`config.mk`:
```
export PLATFORM = sky130hd
export DESIGN_NAME = alu_rr_arbiter
export DESIGN_NICKNAME = d
export VERILOG_FILES = /design/src/rtl/alu_pkg.sv /design/src/rtl/rr_pick.sv /design/src/rtl/alu_rr_arbiter.sv
export SDC_FILE = /design/constraint.sdc
export NUM_CORES = 1
export LEC_CHECK = 0
export CAP_MARGIN = 20
export CORE_AREA = 2 2 126 128
export CTS_CLUSTER_SIZE = 12
export DETAILED_ROUTE_END_ITERATION = 16
export DIE_AREA = 0 0 128 130
export PLACE_DENSITY_LB_ADDON = 0.2
export SLEW_MARGIN = 20
export SYNTH_ARGS = -nofsm -noshare
export SYNTH_HDL_FRONTEND = slang
export SYNTH_SLANG_ARGS = --single-unit
```
`constraint.sdc`:
```
create_clock -name clk -period 5.4 [get_ports clk]
set_input_delay 1.08 -clock clk [delete_from_list [all_inputs] [get_ports clk]]
set_output_delay 1.08 -clock clk [all_outputs]
set_load 0.02 [all_outputs]
```
`src/rtl/alu_pkg.sv`:
```
// rtl/alu_pkg.sv - opcode and sequencer state types shared by the ALU arbiter
package alu_pkg;

    typedef enum logic [1:0] {
        ADD  = 2'b00,
        SUB  = 2'b01,
        PAR  = 2'b10,
        COMP = 2'b11
    } alu_op_e;

    typedef enum logic [2:0] {
        IDLE,
        WAKE,
        SEND_A,
        SEND_B,
        WAIT,
        RESP
    } arb_state_e;

endpackage

```
`src/rtl/rr_pick.sv`:
```
// rtl/rr_pick.sv - combinational round-robin pick: first set request at or after ptr, wrapping
module rr_pick #(
    parameter int NUM_REQ = 4,
    parameter int IDX_W   = $clog2(NUM_REQ)
) (
    input  logic [NUM_REQ-1:0] req,
    input  logic [IDX_W-1:0]   ptr,
    output logic [NUM_REQ-1:0] grant,
    output logic [IDX_W-1:0]   idx,
    output logic               any_req
);

    logic [IDX_W-1:0] j;

    always_comb begin
        grant   = '0;
        idx     = '0;
        any_req = 1'b0;
        j       = '0;
        for (int i = 0; i < NUM_REQ; i++) begin
            j = IDX_W'((int'(ptr) + i) % NUM_REQ);
            if (!any_req && req[j]) begin
                any_req  = 1'b1;
                grant[j] = 1'b1;
                idx      = j;
            end
        end
    end

endmodule

```
`src/rtl/alu_rr_arbiter.sv`:
```
// rtl/alu_rr_arbiter.sv - round-robin sharing of one serial-protocol ALU among NUM_REQ requesters
module alu_rr_arbiter
    import alu_pkg::*;
#(
    parameter int DATA_WIDTH = 8,
    parameter int NUM_REQ    = 4,
    parameter int TIMEOUT    = 64
) (
    input  logic                          clk,
    input  logic                          reset_n,
    input  logic [NUM_REQ-1:0]            req_valid,
    input  logic [2*NUM_REQ-1:0]          req_opcode,
    input  logic [DATA_WIDTH*NUM_REQ-1:0] req_a,
    input  logic [DATA_WIDTH*NUM_REQ-1:0] req_b,
    output logic [NUM_REQ-1:0]            req_ack,
    output logic [NUM_REQ-1:0]            resp_valid,
    output logic [DATA_WIDTH-1:0]         resp_result,
    output logic                          resp_overflow,
    output logic                          resp_error,
    output logic                          alu_opcode_valid,
    output logic                          alu_opcode,
    output logic [DATA_WIDTH-1:0]         alu_data,
    input  logic                          alu_done,
    input  logic [DATA_WIDTH-1:0]         alu_result,
    input  logic                          alu_overflow,
    output logic                          busy
);

    localparam int IDX_W = $clog2(NUM_REQ);
    localparam int WD_W  = $clog2(TIMEOUT) + 1;

    arb_state_e            state_q;
    logic [IDX_W-1:0]      ptr_q;
    logic [IDX_W-1:0]      gnt_idx_q;
    logic [NUM_REQ-1:0]    gnt_oh_q;
    alu_op_e               op_q;
    logic [DATA_WIDTH-1:0] a_q;
    logic [DATA_WIDTH-1:0] b_q;
    logic [DATA_WIDTH-1:0] result_q;
    logic                  overflow_q;
    logic                  error_q;
    logic [WD_W-1:0]       wdog_q;
    logic                  alu_valid_q;
    logic                  alu_op_bit_q;
    logic [DATA_WIDTH-1:0] alu_data_q;
    logic [NUM_REQ-1:0]    resp_valid_q;
    logic                  busy_q;

    logic [NUM_REQ-1:0]    pick_gnt;
    logic [IDX_W-1:0]      pick_idx;
    logic                  pick_any;
    logic [1:0]            sel_op;
    logic [DATA_WIDTH-1:0] sel_a;
    logic [DATA_WIDTH-1:0] sel_b;
    logic                  timeout_hit;

    rr_pick #(
        .NUM_REQ (NUM_REQ),
        .IDX_W   (IDX_W)
    ) u_pick (
        .req     (req_valid),
        .ptr     (ptr_q),
        .grant   (pick_gnt),
        .idx     (pick_idx),
        .any_req (pick_any)
    );

    always_comb begin
        sel_op = '0;
        sel_a  = '0;
        sel_b  = '0;
        for (int i = 0; i < NUM_REQ; i++) begin
            if (pick_gnt[i]) begin
                sel_op = req_opcode[2*i +: 2];
                sel_a  = req_a[DATA_WIDTH*i +: DATA_WIDTH];
                sel_b  = req_b[DATA_WIDTH*i +: DATA_WIDTH];
            end
        end
    end

    // The ack is the only combinational output: it must land in the grant cycle itself,
    // and it is masked by reset so nothing leaks out while reset_n is low.
    assign req_ack     = (reset_n && state_q == IDLE && pick_any) ? pick_gnt : '0;
    assign timeout_hit = (wdog_q == WD_W'(TIMEOUT - 1));

    always_ff @(posedge clk or negedge reset_n) begin
        if (!reset_n) begin
            state_q      <= IDLE;
            ptr_q        <= '0;
            gnt_idx_q    <= '0;
            gnt_oh_q     <= '0;
            op_q         <= ADD;
            a_q          <= '0;
            b_q          <= '0;
            result_q     <= '0;
            overflow_q   <= 1'b0;
            error_q      <= 1'b0;
            wdog_q       <= '0;
            alu_valid_q  <= 1'b0;
            alu_op_bit_q <= 1'b0;
            alu_data_q   <= '0;
            resp_valid_q <= '0;
            busy_q       <= 1'b0;
        end else begin
            case (state_q)
                IDLE: begin
                    if (pick_any) begin
                        gnt_oh_q     <= pick_gnt;
                        gnt_idx_q    <= pick_idx;
                        op_q         <= alu_op_e'(sel_op);
                        a_q          <= sel_a;
                        b_q          <= sel_b;
                        alu_valid_q  <= 1'b1;
                        alu_op_bit_q <= 1'b0;
                        alu_data_q   <= '0;
                        busy_q       <= 1'b1;
                        state_q      <= WAKE;
                    end
                end
                WAKE: begin
                    alu_op_bit_q <= op_q[0];
                    alu_data_q   <= a_q;
                    state_q      <= SEND_A;
                end
                SEND_A: begin
                    alu_op_bit_q <= op_q[1];
                    alu_data_q   <= b_q;
                    state_q      <= SEND_B;
                end
                SEND_B: begin
                    alu_valid_q  <= 1'b0;
                    alu_op_bit_q <= 1'b0;
                    alu_data_q   <= '0;
                    wdog_q       <= '0;
                    state_q      <= WAIT;
                end
                WAIT: begin
                    wdog_q <= wdog_q + WD_W'(1);
                    // done is checked first so a completion on the last watchdog cycle still counts
                    if (alu_done) begin
                        result_q     <= alu_result;
                        overflow_q   <= alu_overflow;
                        error_q      <= 1'b0;
                        resp_valid_q <= gnt_oh_q;
                        state_q      <= RESP;
                    end else if (timeout_hit) begin
                        result_q     <= '0;
                        overflow_q   <= 1'b0;
                        error_q      <= 1'b1;
                        resp_valid_q <= gnt_oh_q;
                        state_q      <= RESP;
                    end
                end
                RESP: begin
                    resp_valid_q <= '0;
                    busy_q       <= 1'b0;
                    ptr_q        <= (gnt_idx_q == IDX_W'(NUM_REQ - 1)) ? '0 : gnt_idx_q + IDX_W'(1);
                    state_q      <= IDLE;
                end
                default: begin
                    state_q <= IDLE;
                end
            endcase
        end
    end

    assign resp_valid       = resp_valid_q;
    assign resp_result      = result_q;
    assign resp_overflow    = overflow_q;
    assign resp_error       = error_q;
    assign alu_opcode_valid = alu_valid_q;
    assign alu_opcode       = alu_op_bit_q;
    assign alu_data         = alu_data_q;
    assign busy             = busy_q;

endmodule

```
After elaboration in Yosys (flattened, before gate mapping)
Index checks and enable logic that the tools add are counted.

word-level totals
  input bits = 88
  word-level logic and storage cells = 130
  output and inout port bits = 29
  register bits = 61

cells by class
  mux-type cells = 63
  magnitude comparators = 8
  $add $sub $neg = 5
  eq/ne operators = 9
  reductions and logical operators = 26
  bitwise logic cells = 3

operator list
  kind                 number
  $mux 8               11
  $pmux 8 s4           1
  $mux 4               7
  $mux 1               18
  $mux 2               9
  $pmux 3 s5           1
  $pmux 7 s2           1
  $reduce_and 2->1     7
  $lt 2x3->1 const B   4
  $or 4x4->4           3
  $reduce_bool 2->1    5
  $logic_and 1x1->1    9
  $mux 3               3
  $bmux 1 s2           4
  $demux 1 s2          4
  $ge 2x1->1 const B   4
  $pmux 4 s2           1
  $add 7x1->7 const B  1
  $eq 7x6->1 const B   1
  $eq 3x2->1 const B   2
  $eq 3x3->1 const B   2
  $add 2x1->2 const B  2
  $add 2x2->2 const B  2
  $pmux 1 s2           2
  other kinds (8)      10

Longest topological paths before layout
  depth in word-level cells = 16
  depth in mapped cells = 11
  gate-level depth less buffers = 8

Cells and area by module
From an unflattened synthesis, not the netlist that was laid out.

unflattened totals
  cell total of the unflattened synthesis = 352
  area, all modules = 3,473.3 um^2

modules (own cells, without submodules)
  module          area each (um^2)  seq. area each (um^2)  instances  cells an instance
  alu_rr_arbiter  3,051.7           1,526.5                1          307
  rr_pick         421.7             0.0                    1          45

Worst setup path before layout
Ideal clock, no wire load.

  path kind = input-to-output
  from = in req_valid[3]
  to = out req_ack[3]
  required time = 4.320 ns
  path buffers = 3
  stages = 8
  slack = 1.381 ns
  arrival time = 2.939 ns
  cell sequence = buf_2 -> or3b_1 -> a2111o_1 -> nand2_1 -> o2bb2ai_1 -> buf_4 -> buf_4 -> nor2b_1

between the ends
  word-level cells in the longest chain between the ends = 14
  elaborated cells on any way between the ends = 27
  classes of those cells = mux (17); bitwise (3); reduce/logical (7)

RTL lines
  what                          RTL line              text
  start, declared               alu_rr_arbiter.sv:11  input logic [NUM_REQ-1:0] req_valid,
  $bmux 1 s2                    rr_pick.sv:22         if (!any_req && req[j]) begin
  $mux 1 (not written as such)  rr_pick.sv:22
  $mux 1                        rr_pick.sv:22
  $logic_not 1->1               rr_pick.sv:22
  $logic_and 1x1->1             rr_pick.sv:22
  $mux 1                        rr_pick.sv:22
  $logic_not 1->1               rr_pick.sv:22
  $logic_and 1x1->1             rr_pick.sv:22
  $mux 1                        rr_pick.sv:22
  $logic_not 1->1               rr_pick.sv:22
  $logic_and 1x1->1             rr_pick.sv:22
  $mux 1                        rr_pick.sv:22
  $logic_and 1x1->1             alu_rr_arbiter.sv:83  assign req_ack = (reset_n && state_q == IDLE && pick_any) ? pick_gnt : '0;
  $mux 4 *                      alu_rr_arbiter.sv:83
  end, declared                 alu_rr_arbiter.sv:15  output logic [NUM_REQ-1:0] req_ack,

Mark *: on every way between the ends. The rest lies on a longest branch, timed or not. The select of a mux whose other input is x is not followed.

Worst setup path after layout
  from = in req_valid[3]
  to = out req_ack[1]

The elaborated chain is that of the path after synthesis.

==> flow_summary.json <==
{
  "status": "finished clean",
  "final_util_pct": 34.60,
  "synth_cell_types": 52,
  "fin_area_mm2": 0.005338,
  "ir_drop_mv": 0.1911,
  "globalplace.congestion": 0.8787,
  "clk_pin_slew_ns": 0.05,
  "cts_root_buf": "clkbuf_16",
  "start_util_pct": 24.12,
  "vias": 3545,
  "setup_viol": 0,
  "clock_latency_ns": 0.32,
  "worst_slew_pin_slew_ns": 1.019,
  "drv_slew": 0,
  "ys_warn_count": 0,
  "dieArea_mm2": 0.01664,
  "crit_required_ns": 4.32,
  "fillers": 1585,
  "antennaDiodeCount": 0,
  "slew_headroom_pct": 31.79,
  "drt_wl_total_um": 12330,
  "ys_seq_elements": 61,
  "stdcell_count": 707,
  "synth-edff-count": 0,
  "setup-tns-final_ns": 0,
  "layout.nets": 607,
  "crit_slowest_cell": "clkdlybuf4s50_1",
  "drive_above_1_share_pct": 7.961,
  "cp_common_cell": "clkdlybuf4s50_1",
  "power.density_mw_per_mm2": 561.3,
  "ctsResizeCount": 0,
  "syn_area_mm2": 0.003721,
  "cts-root-to-sink-buffers": 2,
  "viasPerCell": 5.014,
  "startpoint_type": "primary input",
  "finalCritPeriodShare_pct": 90.55,
  "dp_cells": 691,
  "rows": 46,
  "worstPathArrival_ns": 3.81,
  "critPathBufInv": 2,
  "criticalPathCategory": "primary input to output pin",
  "pre_cts_slack_ns": 0.4954,
  "postCtsHoldBufs": 0,
  "grt_use_total_pct": 15.14,
  "cts_max_level": 3,
  "syn_avg_cell_area_um2": 9.233,
  "grt_pass1_wl_um": 19710,
  "wl_per_cell_um": 17.43,
  "finalHoldViolCount": 0,
  "place_hpwl_um": 9179,
  "coreArea_mm2": 0.01542,
  "leakagePower_nw": 2.261,
  "place_area_mm2": 0.005051,
  "drt_iter0_drc": 179,
  "ant_nets": 0,
  "drt_pass1_iterations": 5,
  "multi_input_comb_area_mm2": 0.001929,
  "clock_skew_ns": 0.006071,
  "maxCapViolations": 0,
  "worstSetupEndpointType": "output pin",
  "critPathMaxStageDelay_ns": 0.65,
  "async_flop_share_pct": 100.0,
  "synth_top_flop_cell": "dfrtp_1",
  "portBuffers": 116,
  "min_path_type": "flip-flop to flip-flop",
  "r2r_setup_slack_ns": 1.93,
  "seq_area_frac_synth_pct": 41.02,
  "area_delta_synth_final_pct": 43.44,
  "grt_pass1_vias": 3597,
  "crit_chain": "clkdlybuf4s50_1, or3b_1, a2111o_1, a21boi_4, or3_4, nor2b_1, clkdlybuf4s50_1",
  "cts_sinks": 61,
  "grt_overflow": 0,
  "fmax_mhz": 204.5,
  "post-cts-setup-buffers": 0,
  "cts_tree": "done",
  "seqCellArea_mm2": 0.001526,
  "finalCriticalPeriod_ns": 4.890,
  "grt_max_degree": 62,
  "cts_buffers": 9,
  "antenna_found_initial": 0,
  "cp_max_fo": 20,
  "synth_fp_nets": 500,
  "synthesis.instances": 403,
  "fin_ws_ns": 0.5105,
  "die_h_um": 130,
  "cp_top_family": "buffers and inverters",
  "rsz0062_at_grt": "false",
  "drc": 0,
  "io_pins": 117,
  "die_w_um": 128
}
## worst reg2reg max path, delay by kind of cell (launching register included)
family / cells / cell delay [ns]
adders and majority gates: 1 / 0.45
AOI/OAI and AO/OA: 3 / 0.71
muxes: 1 / 0.44
and+or+nand+nor: 1 / 0.64
DFF: 1 / 0.67
buffers and inverters: 2 / 0.41
## per-layer routing
layer / vias to the layer above / wire length [µm] / track usage, %
li1: 1706 / - / -
met1: 1701 / 5896 / 21.05
met2: 129 / 5567 / 23.94
met3: 9 / 710 / 3.362
met4: 0 / 151 / 3.943
met5: - / 0 / 0
## report_power, final
part           internal [W]  leakage (nW)  switching [W]  total (W)
Clock              0.000335         0.138       0.000213   0.000548
Combinational      0.000695          1.37       0.000919    0.00161
Sequential         0.000662         0.749       0.000172   0.000834
## area by class of cell
cell class / instances / area share [%]
sequential: 61 / 28.60
timing repair buffer: 127 / 23.21
clock inverter: 5 / 0.6329
clock buffer: 11 / 4.735
inverter: 31 / 2.180
multi-input combinational: 280 / 36.15
tap: 192 / 4.501
## synthesized netlist by cell type (2+ instances only)
cell	number	area share, %
dfrtp_1	61	41
nor2_1	41	4.1
nand2_1	38	3.8
inv_1	31	3.1
a31oi_1	20	3.4
o2bb2ai_1	20	4.7
o211ai_1	19	3.8
o31ai_1	19	3.8
clkbuf_1	18	1.8
o21ai_0	17	2.3
a21boi_0	14	2.8
a22o_1	10	2.4
a222oi_1	9	2.4
ha_1	9	3.0
buf_2	6	0.81
a21boi_1	5	1.0
mux2i_1	5	1.3
a21oi_1	4	0.54
buf_4	4	0.81
nand3b_1	4	0.81
nor2b_1	4	0.67
a221oi_1	3	0.71
and2_1	3	0.50
buf_6	3	0.91
mux4_2	3	1.8
and3_1	2	0.34
and3b_1	2	0.47
mux2_2	2	0.61
nor3_1	2	0.27
nor3b_1	2	0.40
nor4_1	2	0.34
## logic make-up after synthesis
family	after synthesis	synth area share (%)
flip-flops	61	41.02
XOR/XNOR	1	0.2354
multiplexers	10	3.766
adder cells (fa/ha/maj)	9	3.026
AO/OA/AOI/OAI	151	30.90
buffers and inverters	62	7.465
AND/OR/NAND/NOR	109	13.58
## registers in the layout, indices dropped and copies added, names as in the netlist
name,flops
a_q,8
alu_data,8
b_q,8
resp_result,8
wdog_q,7
gnt_oh_q,4
resp_valid,4
state_q,3
gnt_idx_q,2
op_q,2
ptr_q,2
alu_opcode,1
alu_opcode_valid,1
busy,1
resp_error,1
resp_overflow,1
## path summary, 6_finish.rpt
path / start / endpoint / depth (start not counted)
worst min register to register: gnt_oh_q[1]$_DFFE_PN0P_ / gnt_oh_q[1]$_DFFE_PN0P_ / 2
worst max register to register: ptr_q[0]$_DFFE_PN0P_ / op_q[1]$_DFFE_PN0P_ / 8
worst min-delay path: gnt_oh_q[1]$_DFFE_PN0P_ / gnt_oh_q[1]$_DFFE_PN0P_ / 2
min in group asynchronous: reset_n / wdog_q[4]$_DFFE_PN0P_ / 2
worst max-delay path: req_valid[3] / req_ack[1] / 7
max in group asynchronous: reset_n / gnt_idx_q[1]$_DFFE_PN0P_ / 2
## per-stage QoR
stage	hold WS [ns]	power [W]
finish	0.4801	0.002996
global route	0.5091	0.003221
CTS	0.4896	0.003027
detailed placement	0.4763	0.002466
global placement	0.4674	0.002434
floorplan	0.4450	0.001901
## placed cells by master, fill, tap and decap left out, types with 2 or more instances in the layout
cell,count
a21boi_0,14
a21boi_1,5
a21oi_1,4
a221oi_1,2
a222oi_1,9
a22o_1,10
a31oi_1,20
and2_1,3
and3_1,2
and3b_1,2
buf_4,11
clkbuf_16,9
clkbuf_8,2
clkdlybuf4s50_1,115
clkinv_2,2
clkinvlp_4,2
dfrtp_1,61
ha_1,9
inv_1,31
mux2_2,2
mux2i_1,5
mux4_2,3
nand2_1,38
nand3b_1,4
nor2_1,41
nor2b_1,4
nor3_1,2
nor3b_1,2
o211ai_1,19
o21ai_0,17
o2bb2ai_1,20
o31ai_1,19
Note: power is estimated with default switching activity, not from simulation.
